## config.mk

```make
export PLATFORM = sky130hd
export DESIGN_NAME = ifu
export DESIGN_NICKNAME = d
export VERILOG_FILES = /design/src/rtl/ifu.sv
export SDC_FILE = /design/constraint.sdc
export NUM_CORES = 1
export LEC_CHECK = 0
export ABC_AREA = 1
export BUFFER_PORTS_ARGS = -buffer_cell sky130_fd_sc_hd__buf_2
export CAP_MARGIN = 5
export CORE_MARGIN = 4
export CORE_UTILIZATION = 35
export CTS_CLUSTER_SIZE = 28
export DETAILED_ROUTE_END_ITERATION = 16
export RECOVER_POWER = 50
export SYNTH_ARGS = -nofsm -noshare
export SYNTH_HDL_FRONTEND = slang
export SYNTH_SLANG_ARGS = --single-unit
```

## constraint.sdc

```tcl
create_clock -name clk -period 2.8 [get_ports clk]
set_clock_uncertainty 0.05 [all_clocks]
set_input_delay 0.14 -clock clk [delete_from_list [all_inputs] [get_ports clk]]
set_output_delay 0.14 -clock clk [all_outputs]
set_load 0.02 [all_outputs]
```

## src/rtl/ifu.sv

```systemverilog
// ---------------------------------------------------------------------------
// ifu: instruction fetch unit.
//
// A two-state fetch sequencer. In REQ it requests the word at pc from
// instruction memory and waits, for any number of cycles, for imem_ack. The
// returned word is captured into instr and the unit moves to HOLD. In HOLD it
// presents instr/pc as valid until downstream asserts instr_ready. At that
// edge the unit samples npc_sel/zero, loads the next pc (sequential, beq
// target or j target) and returns to REQ.
//
// Ports
//   clk, rst_n           rising-edge clock, synchronous active-low reset
//   npc_sel, zero        branch/jump request and ALU equality flag (HOLD only)
//   imem_req, imem_addr  instruction memory request and word-aligned address
//   imem_ack, imem_rdata memory completion strobe and returned word
//   instr, instr_valid   held instruction and its valid flag
//   instr_ready          downstream has finished with instr
//   pc                   address of instr
//   opcode, funct        instr[31:26] and instr[5:0]
// ---------------------------------------------------------------------------
module ifu (
  input  logic        clk,
  input  logic        rst_n,
  input  logic        npc_sel,
  input  logic        zero,
  output logic        imem_req,
  output logic [31:0] imem_addr,
  input  logic        imem_ack,
  input  logic [31:0] imem_rdata,
  output logic [31:0] instr,
  output logic        instr_valid,
  input  logic        instr_ready,
  output logic [31:0] pc,
  output logic [5:0]  opcode,
  output logic [5:0]  funct
);

  localparam logic [31:0] ResetPc = 32'h0000_3000;
  localparam logic [5:0]  OpJ     = 6'b000010;

  typedef enum logic [0:0] {StReq, StHold} state_e;

  state_e      state_q, state_d;
  logic [31:0] pc_q, pc_d;
  logic [31:0] instr_q, instr_d;

  logic [31:0] pc4;
  logic [31:0] br_offset;
  logic [31:0] br_target;
  logic [31:0] j_target;
  logic [31:0] npc;

  // Next-pc datapath. Every add wraps modulo 2^32 by construction.
  always_comb begin
    pc4       = pc_q + 32'd4;
    br_offset = {{14{instr_q[15]}}, instr_q[15:0], 2'b00};
    br_target = pc4 + br_offset;
    j_target  = {pc4[31:28], instr_q[25:0], 2'b00};
    npc       = pc4;
    if (npc_sel) begin
      if (instr_q[31:26] == OpJ) begin
        npc = j_target;
      end else if (zero) begin
        npc = br_target;
      end
    end
  end

  // Next-state logic. Only the input relevant to the current state acts:
  // ack in REQ, ready in HOLD; everything else is ignored.
  always_comb begin
    state_d = state_q;
    pc_d    = pc_q;
    instr_d = instr_q;
    unique case (state_q)
      StReq: begin
        if (imem_ack) begin
          instr_d = imem_rdata;
          state_d = StHold;
        end
      end
      StHold: begin
        if (instr_ready) begin
          pc_d    = npc;
          state_d = StReq;
        end
      end
      default: state_d = StReq;
    endcase
  end

  always_ff @(posedge clk) begin
    if (!rst_n) begin
      state_q <= StReq;
      pc_q    <= ResetPc;
      instr_q <= 32'h0000_0000;
    end else begin
      state_q <= state_d;
      pc_q    <= pc_d;
      instr_q <= instr_d;
    end
  end

  // Outputs are decoded straight from the registers so nothing is X once a
  // reset edge has been seen.
  always_comb begin
    imem_req    = (state_q == StReq);
    instr_valid = (state_q == StHold);
    // pc is always word aligned; the low bits are tied off explicitly.
    imem_addr   = {pc_q[31:2], 2'b00};
    instr       = instr_q;
    pc          = pc_q;
    opcode      = instr_q[31:26];
    funct       = instr_q[5:0];
  end

endmodule

```

==> results.json <==
{
  "postRouteAntennaNets": 0,
  "met3_length_mm": 1.46,
  "hold_path_startpoint": "imem_ack",
  "dr_wl_met2_mm": 11.3,
  "p_leak_nw": 4.64,
  "crit-reg2reg-launch": "pc[9]",
  "cts_max_level": 3,
  "ctsLongestPathBuffers": 2,
  "grt_first_pass_wirelength_mm": 34.9,
  "initial_utilization": 0.360,
  "preCtsSetupSlack_ps": -208,
  "viasPerCell": 4.93,
  "critical_path_buf_inv_count": 3,
  "async_reset_ff_frac": 0,
  "avgSynthCellArea_um2": 5.92,
  "tritoncts_num_sinks": 63,
  "worstPathMaxFanout": 5,
  "initialDrtViolationCount": 503,
  "synth_enable_flop_cells": 0,
  "yosys-top-cells-area": "dfxtp_1 (21%), nand2_1 (17%), inv_1 (9.3%)",
  "finalMaxSlewViolations": 0,
  "coreArea_mm2": 0.0167,
  "crit_family": "simple AND/OR/NAND/NOR gates",
  "num_antenna_cells": 0,
  "die_height_um": 139,
  "worst_setup_path_start_kind": "flop",
  "io_pins": 148,
  "report.final.setup_viol": 0,
  "route.layer.met1.wl_mm": 10.1,
  "synthCells": 1014,
  "placement.io_buffers": 143,
  "cp.arrival_ps": 2980,
  "tritoncts_clock_tree": "done",
  "cts.clk_slew.worst_paths_ps": 60,
  "detailedPlacementHpwl_mm": 17.2,
  "drt-wirelength-per-cell_um": 15.8,
  "die_w_um": 139,
  "synthDistinctLibCells": 44,
  "period_utilization_post_route": 1.00,
  "drv_cap": 0,
  "synth.most_common_cell": "nand2_1",
  "summed_negative_setup_slack_over_all_endpoints_ps": 0,
  "number_of_iterations_in_the_first_detailed_routing_pass": 7,
  "post_route_cells_drive_above_1_share": 0.372,
  "worst_ep_required_time_ps": 2980,
  "synthDominantAreaCellType": "dfxtp_1",
  "path_class": "flop to flop",
  "design.final.nets": 1341,
  "clock_insertion_delay_worst_skew_ps": 340,
  "crit_top_cell": "nand2_1",
  "detailroute.via_count": 7342,
  "drc_errors": 0,
  "yosysWarningCount": 0,
  "gp_congestion": 0.932,
  "list_of_most_frequent_post_synthesis_cells": "nand2_1 (269), inv_1 (149), nor2_1 (118)",
  "synth_top_area_frac": 0.210,
  "track_usage": 0.222,
  "synth-seq-cells": 63,
  "grt_setup_unrepaired": "yes",
  "slew-limit-headroom": 0.281,
  "fin_crit_period_ps": 2800,
  "numCtsBuffers": 9,
  "timing.fmax_mhz": 357,
  "num-fill-cells": 1597,
  "critPathLaunch": "pc[9]",
  "via_count_of_the_first_global_routing_pass": 6723,
  "worst-r2r-cell-count": 19,
  "run_status": "complete, no violations",
  "critical_path.cell_chain": "nand2_2, buf_4, nor2_4, nand2_2, nor2_4, nand2_4, nor2_8, xor2_2, inv_2, ha_4, nand2_4, o21ai_1, buf_4, a21oi_1, nand3_1, nand2_1, nand3_2, nand2_1, nand2_1",
  "postLayoutSetupSlackWorst_ps": 0.106,
  "flow.area_growth_from_synthesis_pct": 54.3,
  "drt_wl_total_mm": 23.5,
  "slowest_delay_ps": 350,
  "antenna_found_initial": 0,
  "timing.critical_path.slowest_stage_cell": "dfxtp_2",
  "timing.hold.worst.class": "input pin to flop",
  "topRoutingLayerUsed": "met4",
  "worstSetupEndpointType": "flop",
  "worstMarginPinSlew_ps": 1080,
  "hold_path_depth": 3,
  "maximum_number_of_pins_on_one_net_before_global_route_repair": 44,
  "timing.final.hold_violations": 0,
  "power.density_cell_area_mw_per_mm2": 359,
  "grt-ovfl-total": 0,
  "yosysSeqAreaShare": 0.210,
  "row_count": 47,
  "top_flip_flop_cell_by_instance_count_after_synthesis": "dfxtp_1",
  "cts.root.buffer_cell": "clkbuf_16",
  "die_area_mm2": 0.0193,
  "mapped_area_mm2": 0.00601,
  "vdd.ir_drop.worst_v": 0.000297,
  "cp.depth": 19,
  "holdWs_ps": 18.4
}
## registers in the layout, indices dropped and copies added, names as in the netlist
| register | flops |
|---|---|
| instr_valid | 1 |
| pc | 30 |
| instr | 32 |
## worst paths after layout
check           endpoint  slack, ps
max               pc[24]        0.1
min          instr_valid         20
max reg2reg       pc[24]        0.1
min reg2reg    instr[30]        430
## worst register-to-register path: stages (launching register included)
cell and delay [ps]:
dfxtp_2 350, nand2_2 80, buf_4 160, nor2_4 110, nand2_2 90, nor2_4 130, nand2_4 90, nor2_8 140
xor2_2 160, inv_2 70, ha_4 280, nand2_4 100, o21ai_1 110, buf_4 150, a21oi_1 150, nand3_1 100
nand2_1 80, nand3_2 120, nand2_1 120, nand2_1 50
## layout by cell type, fill, tap and decap left out, types with 3 or more instances in the layout
cell	Yosys	final
dfxtp_2	0	12
a21o_1	3	3
nand2_1	269	196
clkbuf_16	0	9
ha_1	37	13
nand3_1	61	49
buf_2	3	68
o21ai_0	75	68
dlygate4sd3_1	0	27
nor2_2	8	12
o21ai_2	0	4
a31oi_1	3	3
a21oi_2	1	21
o21bai_2	1	3
nand2_4	2	14
xor2_2	1	16
clkbuf_1	15	75
inv_2	4	23
o21ai_1	6	9
buf_4	46	117
ha_4	0	24
nor2_4	3	23
conb_1	1	4
nand3_2	0	11
dfxtp_4	0	4
nor3_4	0	4
nor3_2	1	4
nand4_1	8	8
dfxtp_1	63	47
nand2_2	6	67
a21oi_1	73	51
buf_6	0	15
nor2_1	118	94
inv_1	149	128
xor2_1	22	6
## area by class of cell
cell class | instances | area (um^2) | area share
Multi-Input combinational cell | 735 | 4860 | 0.524
Clock buffer | 11 | 253 | 0.0273
Clock inverter | 3 | 67.6 | 0.00729
Timing Repair Buffer | 302 | 1940 | 0.209
Tap cell | 220 | 275 | 0.0297
Sequential cell | 63 | 1290 | 0.139
Inverter | 154 | 583 | 0.0629
## power breakdown
group | total (mW) | leakage, nW | switching [mW] | internal, mW
clock network | 1.24 | 0.154 | 0.419 | 0.818
logic | 1.06 | 3.96 | 0.649 | 0.415
registers | 1.03 | 0.524 | 0.0716 | 0.957
total | 3.33 | 4.64 | 1.14 | 2.19
## logic make-up after synthesis
family	count (synthesis)	share of synthesized area
fa+ha+maj	38	0.0804
buf+inv	219	0.166
other cells	1	0.000624
simple gates	498	0.356
xor+xnor	24	0.0362
compound gates	171	0.150
flops	63	0.210
## what timing repair did
| item | 4_1_cts | 5_1_grt |
|---|---|---|
| gates resized for setup | 38 | 259 |
| endpoints found under the setup margin | 20 | 23 |
| endpoints found under the hold margin | 27 | 0 |
| setup buffers | 2 | 9 |
| hold buffers | 27 | 0 |
| pin swaps | 4 | 107 |
## routing by layer
| layer | global-route usage | up-vias |
|---|---|---|
| li1 | - | 3653 |
| met1 | 0.302 | 3388 |
| met2 | 0.367 | 263 |
| met3 | 0.0272 | 38 |
| met4 | 0.0716 | 0 |
| met5 | 0 | - |
## stage by stage
stage	total power [mW]	std cells	utilization	area (um^2)
5_1_grt	3.47	1488	0.555	9270
6_report	3.33	1488	0.555	9270
3_5_place_dp	1.89	1436	0.449	7500
4_1_cts	3.17	1479	0.496	8280
3_3_place_gp	1.89	1436	0.449	7500
2_1_floorplan	1.56	1017	-	6020
Power figures use the tool's default switching activity.
